==> config.mk <==
export PLATFORM = sky130hd
export DESIGN_NAME = wb_arbiter2_flat
export DESIGN_NICKNAME = d
export VERILOG_FILES = /design/src/rtl/wb_arbiter2_if.sv /design/src/rtl/wb_arbiter2.sv /design/src/flat_wrapper.sv
export SDC_FILE = /design/constraint.sdc
export NUM_CORES = 1
export LEC_CHECK = 0
export CAP_MARGIN = 20
export CORE_AREA = 4 4 121 123
export DETAILED_ROUTE_END_ITERATION = 10
export DIE_AREA = 0 0 125 127
export SLEW_MARGIN = 20
export SYNTH_ARGS = -nofsm -noshare
export SYNTH_HDL_FRONTEND = slang
export SYNTH_SLANG_ARGS = --single-unit
==> constraint.sdc <==
create_clock -name clk -period 1.7 [get_ports clk]
set_input_delay 0.34 -clock clk [delete_from_list [all_inputs] [get_ports clk]]
set_output_delay 0.34 -clock clk [all_outputs]
set_load 0.1 [all_outputs]
==> src/rtl/wb_arbiter2_if.sv <==
// wb_arbiter2_if: one Wishbone classic link (request fields plus response).
//
// Handshake: a request is live while cyc and stb are both high; the request
// fields (we, sel, adr, dat_w) must stay stable until the slave answers with
// ack (or err) in the same cycle, which completes that single transfer. cyc may
// stay high across several transfers to keep the bus locked to one master.
interface wb_arbiter2_if;
  logic        cyc;
  logic        stb;
  logic        we;
  logic [3:0]  sel;
  logic [29:0] adr;
  logic [31:0] dat_w;
  logic [31:0] dat_r;
  logic        ack;
  logic        err;

  modport master (
    output cyc, stb, we, sel, adr, dat_w,
    input  dat_r, ack, err
  );

  modport slave (
    input  cyc, stb, we, sel, adr, dat_w,
    output dat_r, ack, err
  );
endinterface

==> src/rtl/wb_arbiter2.sv <==
// wb_arbiter2: two-master Wishbone classic arbiter sharing one slave bus.
// Registered round-robin grant; the owner keeps the bus while its cyc is high.
// Optional stall watchdog enabled by defining WB_TIMEOUT_EN: after
// TIMEOUT_CYCLES unanswered wait states the owner gets a one-cycle err and the
// slave bus is parked until the owner releases cyc.
module wb_arbiter2 #(
  parameter int unsigned TIMEOUT_CYCLES = 16
) (
  input  logic                 clk,
  input  logic                 rst,
  wb_arbiter2_if.slave         m0,
  wb_arbiter2_if.slave         m1,
  wb_arbiter2_if.master        s,
  output logic [1:0]           gnt
);

`ifdef WB_TIMEOUT_EN
  typedef enum logic [1:0] {
    ST_IDLE  = 2'd0,
    ST_GNT0  = 2'd1,
    ST_GNT1  = 2'd2,
    ST_ABORT = 2'd3
  } state_t;
`else
  typedef enum logic [1:0] {
    ST_IDLE = 2'd0,
    ST_GNT0 = 2'd1,
    ST_GNT1 = 2'd2
  } state_t;
`endif

  state_t state_q, state_d;
  logic   last_q, last_d;   // most recent owner: 0 = m0, 1 = m1
  logic   wd_fire;          // watchdog expires this cycle

  // State and last-owner registers; last resets to m1 so m0 wins the first tie.
  always_ff @(posedge clk or negedge rst) begin
    if (!rst) begin
      state_q <= ST_IDLE;
      last_q  <= 1'b1;
    end else begin
      state_q <= state_d;
      last_q  <= last_d;
    end
  end

`ifdef WB_TIMEOUT_EN
  localparam logic [7:0] WD_LAST = 8'(TIMEOUT_CYCLES - 1);

  logic [7:0] wd_q, wd_d;
  logic       own_stb;

  assign own_stb = ((state_q == ST_GNT0) && m0.stb) ||
                   ((state_q == ST_GNT1) && m1.stb);
  // An ack in the threshold cycle wins over the timeout.
  assign wd_fire = own_stb && !s.ack && (wd_q == WD_LAST);

  // Count unanswered strobe cycles; an ack or any state change restarts it.
  always_comb begin
    wd_d = wd_q;
    if ((state_d != state_q) || s.ack) begin
      wd_d = '0;
    end else if (own_stb) begin
      wd_d = wd_q + 8'd1;
    end
  end

  // Watchdog counter register.
  always_ff @(posedge clk or negedge rst) begin
    if (!rst) begin
      wd_q <= '0;
    end else begin
      wd_q <= wd_d;
    end
  end
`else
  assign wd_fire = 1'b0;
`endif

  // Next-state: round-robin on ties, hold while owner keeps cyc, hand over without a bubble.
  always_comb begin
    state_d = state_q;
    last_d  = last_q;
    case (state_q)
      ST_IDLE: begin
        if (m0.cyc && m1.cyc) begin
          state_d = last_q ? ST_GNT0 : ST_GNT1;
        end else if (m0.cyc) begin
          state_d = ST_GNT0;
        end else if (m1.cyc) begin
          state_d = ST_GNT1;
        end
      end
      ST_GNT0: begin
        if (!m0.cyc) begin
          state_d = m1.cyc ? ST_GNT1 : ST_IDLE;
        end
      end
      ST_GNT1: begin
        if (!m1.cyc) begin
          state_d = m0.cyc ? ST_GNT0 : ST_IDLE;
        end
      end
`ifdef WB_TIMEOUT_EN
      ST_ABORT: begin
        // The aborted owner is the last one granted; wait for it to let go.
        if (last_q && !m1.cyc) begin
          state_d = m0.cyc ? ST_GNT0 : ST_IDLE;
        end else if (!last_q && !m0.cyc) begin
          state_d = m1.cyc ? ST_GNT1 : ST_IDLE;
        end
      end
`endif
      default: state_d = ST_IDLE;
    endcase
`ifdef WB_TIMEOUT_EN
    if (wd_fire) begin
      state_d = ST_ABORT;
    end
`endif
    if (state_d == ST_GNT0) begin
      last_d = 1'b0;
    end else if (state_d == ST_GNT1) begin
      last_d = 1'b1;
    end
  end

  // Slave-bus mux and response routing, decoded from the registered state only.
  always_comb begin
    s.cyc   = 1'b0;
    s.stb   = 1'b0;
    s.we    = 1'b0;
    s.sel   = '0;
    s.adr   = '0;
    s.dat_w = '0;
    m0.ack  = 1'b0;
    m1.ack  = 1'b0;
    gnt     = 2'b00;
    case (state_q)
      ST_GNT0: begin
        s.cyc   = m0.cyc;
        s.stb   = m0.stb;
        s.we    = m0.we;
        s.sel   = m0.sel;
        s.adr   = m0.adr;
        s.dat_w = m0.dat_w;
        m0.ack  = s.ack;
        gnt     = 2'b01;
      end
      ST_GNT1: begin
        s.cyc   = m1.cyc;
        s.stb   = m1.stb;
        s.we    = m1.we;
        s.sel   = m1.sel;
        s.adr   = m1.adr;
        s.dat_w = m1.dat_w;
        m1.ack  = s.ack;
        gnt     = 2'b10;
      end
      default: ;
    endcase
    m0.dat_r = s.dat_r;
    m1.dat_r = s.dat_r;
    m0.err   = wd_fire && (state_q == ST_GNT0);
    m1.err   = wd_fire && (state_q == ST_GNT1);
  end

endmodule

==> src/flat_wrapper.sv <==
// flat-port wrapper written by rule: the top's interface ports become plain ports
module wb_arbiter2_flat 
#(
  parameter int unsigned TIMEOUT_CYCLES = 16
)
  (clk, rst, gnt, m0_cyc, m0_stb, m0_we, m0_sel, m0_adr, m0_dat_w, m0_dat_r, m0_ack, m0_err, m1_cyc, m1_stb, m1_we, m1_sel, m1_adr, m1_dat_w, m1_dat_r, m1_ack, m1_err, s_cyc, s_stb, s_we, s_sel, s_adr, s_dat_w, s_dat_r, s_ack, s_err);
  wb_arbiter2_if m0_i ();
  wb_arbiter2_if m1_i ();
  wb_arbiter2_if s_i ();
  input  logic clk;
  input  logic rst;
  output logic [1:0] gnt;
  input wire logic [$bits(m0_i.cyc)-1:0] m0_cyc;
  input wire logic [$bits(m0_i.stb)-1:0] m0_stb;
  input wire logic [$bits(m0_i.we)-1:0] m0_we;
  input wire logic [$bits(m0_i.sel)-1:0] m0_sel;
  input wire logic [$bits(m0_i.adr)-1:0] m0_adr;
  input wire logic [$bits(m0_i.dat_w)-1:0] m0_dat_w;
  output wire logic [$bits(m0_i.dat_r)-1:0] m0_dat_r;
  output wire logic [$bits(m0_i.ack)-1:0] m0_ack;
  output wire logic [$bits(m0_i.err)-1:0] m0_err;
  input wire logic [$bits(m1_i.cyc)-1:0] m1_cyc;
  input wire logic [$bits(m1_i.stb)-1:0] m1_stb;
  input wire logic [$bits(m1_i.we)-1:0] m1_we;
  input wire logic [$bits(m1_i.sel)-1:0] m1_sel;
  input wire logic [$bits(m1_i.adr)-1:0] m1_adr;
  input wire logic [$bits(m1_i.dat_w)-1:0] m1_dat_w;
  output wire logic [$bits(m1_i.dat_r)-1:0] m1_dat_r;
  output wire logic [$bits(m1_i.ack)-1:0] m1_ack;
  output wire logic [$bits(m1_i.err)-1:0] m1_err;
  output wire logic [$bits(s_i.cyc)-1:0] s_cyc;
  output wire logic [$bits(s_i.stb)-1:0] s_stb;
  output wire logic [$bits(s_i.we)-1:0] s_we;
  output wire logic [$bits(s_i.sel)-1:0] s_sel;
  output wire logic [$bits(s_i.adr)-1:0] s_adr;
  output wire logic [$bits(s_i.dat_w)-1:0] s_dat_w;
  input wire logic [$bits(s_i.dat_r)-1:0] s_dat_r;
  input wire logic [$bits(s_i.ack)-1:0] s_ack;
  input wire logic [$bits(s_i.err)-1:0] s_err;
  assign m0_i.cyc = m0_cyc;
  assign m0_i.stb = m0_stb;
  assign m0_i.we = m0_we;
  assign m0_i.sel = m0_sel;
  assign m0_i.adr = m0_adr;
  assign m0_i.dat_w = m0_dat_w;
  assign m0_dat_r = m0_i.dat_r;
  assign m0_ack = m0_i.ack;
  assign m0_err = m0_i.err;
  assign m1_i.cyc = m1_cyc;
  assign m1_i.stb = m1_stb;
  assign m1_i.we = m1_we;
  assign m1_i.sel = m1_sel;
  assign m1_i.adr = m1_adr;
  assign m1_i.dat_w = m1_dat_w;
  assign m1_dat_r = m1_i.dat_r;
  assign m1_ack = m1_i.ack;
  assign m1_err = m1_i.err;
  assign s_cyc = s_i.cyc;
  assign s_stb = s_i.stb;
  assign s_we = s_i.we;
  assign s_sel = s_i.sel;
  assign s_adr = s_i.adr;
  assign s_dat_w = s_i.dat_w;
  assign s_i.dat_r = s_dat_r;
  assign s_i.ack = s_ack;
  assign s_i.err = s_err;
  wb_arbiter2 #(.TIMEOUT_CYCLES(TIMEOUT_CYCLES)) u_core (.clk(clk), .rst(rst), .m0(m0_i), .m1(m1_i), .s(s_i), .gnt(gnt));
endmodule
* Word level (Yosys, flattened, before mapping)
Index checks and enable logic that the tools add are counted.
** Cells by class
- Shift-type cells :: 0
- Equality and inequality tests :: 4
- $add $sub $neg :: 0
- Bitwise operators :: 0
- $lt $le $gt $ge :: 0
- $mul :: 0
- Reduce and logical (&&, ||, !) cells :: 3
- Divide/modulo/power cells :: 0
- Multiplexer cells :: 20
** Operators by type and width (count)
- one-hot mux 32 bit (2 select lines) :: 1
- one-hot mux 30 bit (2 select lines) :: 1
- two-way mux 2 bit :: 7
- one-hot mux 4 bit (2 select lines) :: 1
- one-hot mux 1 bit (2 select lines) :: 3
- one-hot mux 2 bit (3 select lines) :: 1
- two-way mux 1 bit :: 5
- equality test 2 x 1 -> 1 bit, second input constant :: 2
- equality test 2 bit, second input constant :: 2
- one-hot mux 2 bit (2 select lines) :: 1
- logical NOT 2 bit :: 1
- nonzero test 2 bit :: 1
- logical AND 1 bit :: 1
** Word-level totals
- Input port bits :: 174
- Bits in registers :: 3
- Memories kept :: 0
- Latch bits :: 0
- RAM bits :: 0
- Bits in read-only memories :: 0

* Longest topological paths before layout
- Depth after elaboration :: 7
- Depth in mapped cells :: 9
- Depth with buffers taken out :: 7

* Worst setup path before layout
OpenSTA, ideal clock, no wires.
- Kind :: register -> output
- Start point :: register u_core.state_q[0]
- End point :: output port s_adr[0]
- Stages on the path, launching flop included :: 7
- Data required time :: 1360 ps
- Arrival time :: 3164 ps
- Path slack :: -1804 ps
- Cells stage by stage :: dfrtp_1 -> inv_1 -> ha_1 -> buf_6 -> buf_2 -> a22oi_1 -> nor2b_1
** On the way
- Cells in the longest elaborated chain, start to end :: 2
** Ends and longest elaborated chain
- start: declaration :: line wb_arbiter2.sv:32 : state_t state_q, state_d;
- start signal: assignment :: line wb_arbiter2.sv:42 : state_q <= state_d;
- equality test 2 bit or equality test 2 x 1 -> 1 bit (tied branches)
- one-hot mux 30 bit (2 select lines) * :: line wb_arbiter2.sv:139 : case (state_q)
- end: declaration :: line flat_wrapper.sv:35 : output wire logic [$bits(s_i.adr)-1:0] s_adr;
Mark *: on every way between the ends. The rest lies on a longest branch, timed or not.

* Final worst setup path
- Start point :: register u_core.state_q[0]
- End point :: output port s_sel[3]
** On the way
- Cells in the longest elaborated chain, start to end :: 2
** Ends and longest elaborated chain
- equality test 2 bit or equality test 2 x 1 -> 1 bit (tied branches)
- one-hot mux 4 bit (2 select lines) * :: line wb_arbiter2.sv:139
- end: declaration :: line flat_wrapper.sv:34 : output wire logic [$bits(s_i.sel)-1:0] s_sel;
Marks and branches as above.

==> flow_summary.yaml <==
detailed_routing:
  drc_errors: 0
  wl_mm: 10.3
  viasPerCell: 4.19
  vias: 2499
  ant_nets: 0
  drtPass1Iterations: 4
  drtIter0Drc: 68
  wl_per_cell_microns: 17.3
floorplan:
  die_area_sq_um: 15900
  io_pins: 313
  coreArea_sq_um: 13700
  fp-row-count: 43
  die_w_microns: 125
  die_y_microns: 127
  start_util_pct: 13.6
clocking:
  clk_latency_ns: 0.22
  cts_buffers: 3
  clockRootBuffer: "clkbuf_16"
  cts_tree: "built"
  cts-htree-levels: 1
  cts_buffer_depth: 2
  clock-sinks: 3
  clk_pin_slew_worst_paths_ns: 0.03
pwr:
  p_leak_nw: 2.07
  ir_worst_vdd_v: 0.000819
  power_density_nw_per_um2: 2420
run_status:
  violations: "negative setup slack"
  status: "complete, but fails checks"
layout:
  diodes: 0
  fill_cells: 1273
  regArea_sq_um: 77.6
  final_util_pct: 40.8
  areaGrowthSynthToFinish_pct: 200
  layout_common_cells: "140 x clkdlybuf4s50_1, 79 x buf_12, 68 x nor2b_4"
  drive_gt1_share_pct: 51.9
  layout_commonest_cell: "clkdlybuf4s50_1"
  nets: 597
  multi_input_area_sq_um: 1870
  final_cells: 596
global_routing:
  grt-ovfl-total: 0
  antenna_found_initial: 0
  grt_pass1_vias: 2692
  grt_start_max_net_pins: 42
  track_usage_pct: 11.3
  grt_pass1_wl_mm: 14.5
synth:
  syn-mean-instance-area_sq_um: 7.22
  yosysTopAreaCell: "a22oi_1"
  yosysUniqueCellTypes: 25
  synth-edff-count: 0
  yosysWarnings: 0
  yosys-top-cells-area: "a22oi_1 28%, buf_4 28%, nor2b_1 24%"
  synth_cells: 258
  syn_area_sq_um: 1860
  synth_top_area_share_pct: 27.8
  async_flop_share_pct: 100
  synth_ff_type: "dfrtp_1"
  synth-seq-cells: 3
  yosysSeqAreaShare_pct: 4.10
timing:
  skew_ns: 0.000985
  fmax_mhz: 492
  grt_setup_unrepaired: "yes"
  setup_violations: 73
  setup_ws_ns: -0.332
  period_share_pct: 120
  whs_ns: 0.310
  fin_crit_ns: 2.03
  slew_violations: 0
  final_hold_viol_count: 0
  final.setup.tns_ns: -21.42
setup_path:
  r2r-end: "u_core.last_q"
  crit_type: "reg2out"
  rr_startpoint: "u_core.state_q[1]"
  end_kind: "output port"
  rr_worst_depth: 9
  arrival_ns: 1.69
  ff2ff_setup_slack_ns: -0.19
  cp_max_fo: 7
  start_kind: "flip-flop"
  cp.required_ns: 1.36
min_path:
  hold_class: "in2async"
place:
  io_buffers: 213
  place_ws_ns: -0.294
  hpwl_mm: 7.68
  gp_congestion: 0.850
  dpl.cell_count: 577
run:
  max_cap_violations: 0
==> where the power goes <==
part           internal, mW  leakage, nW  switching, mW
clock network         0.310       0.0382         0.0666
logic                  5.65         2.00           7.32
registers             0.114       0.0347         0.0377
==> layer usage <==
layer	track usage, %	part of all wire (%)
met4	4.21	2.5
met5	0	0
met2	20.8	53
met3	4.18	8.8
met1	11.8	36
==> kinds of logic after synthesis <==
family | Yosys count | share of synthesized area (%)
buffers and inverters | 92 | 34.1
AO/OA/AOI/OAI | 78 | 31.2
AND/OR/NAND/NOR | 77 | 25.8
adder cells (fa/ha/maj) | 6 | 4.03
flip-flops | 3 | 4.10
multiplexers | 1 | 0.538
other | 1 | 0.201
==> registers in the layout (all words and copies together) (netlist names) <==
| name | flops |
|---|---|
| u_core.state_q | 2 |
| u_core.last_q | 1 |
==> critical path: stages (launching register included) <==
cell and delay (ns):
dfrtp_2 0.44, inv_4 0.10, ha_4 0.21, buf_6 0.15, clkbuf_16 0.16, a22oi_2 0.09
nor2b_4 0.13, buf_12 0.18
==> what timing repair did <==
action                     in CTS  in global routing
hold buffers                    0                  0
hold endpoints to repair        0                  0
pin swaps                       3                 10
setup endpoints to repair      73                 74
buffers inserted                3                  3
gates cloned                    2                  7
gates resized for setup         7                 17
==> synth_stat cells, types with 2 or more instances <==
cell type	instances
a22oi_1	69
buf_2	13
o21ai_1	3
ha_1	6
and2_1	2
dfrtp_1	2
buf_4	69
buf_6	2
clkbuf_1	5
inv_1	3
nor2b_1	70
==> through the flow <==
stage / area, sq um / total power [mW]
detailed placement: 5140 / 12.1
global route: 5580 / 14.0
finish: 5580 / 13.5
floorplan: 2540 / 8.96
CTS: 5320 / 12.9
global placement: 5140 / 12.0
==> how the worst max path moves through the flow <==
stage                                  from       endpoint  slack (ns)  depth (start not counted)
after floorplan           u_core.state_q[0]      s_adr[10]       -0.42                          6
after global placement               m1_cyc  u_core.last_q       -0.21                          6
after detailed placement             m1_cyc  u_core.last_q       -0.29                          6
after CTS                 u_core.state_q[0]      s_adr[23]       -0.36                          6
after global routing      u_core.state_q[1]    s_dat_w[16]       -0.40                          6
final                     u_core.state_q[0]       s_sel[3]       -0.33                          7
==> layout make-up <==
cell class / instances / area share, %
inverters: 3 / 0.247
well taps: 180 / 4.03
clock buffers: 4 / 1.41
flip-flops and latches: 3 / 1.39
repair buffers: 242 / 59.4
multi-input cells: 164 / 33.5
(Power assumes the default switching activity.)
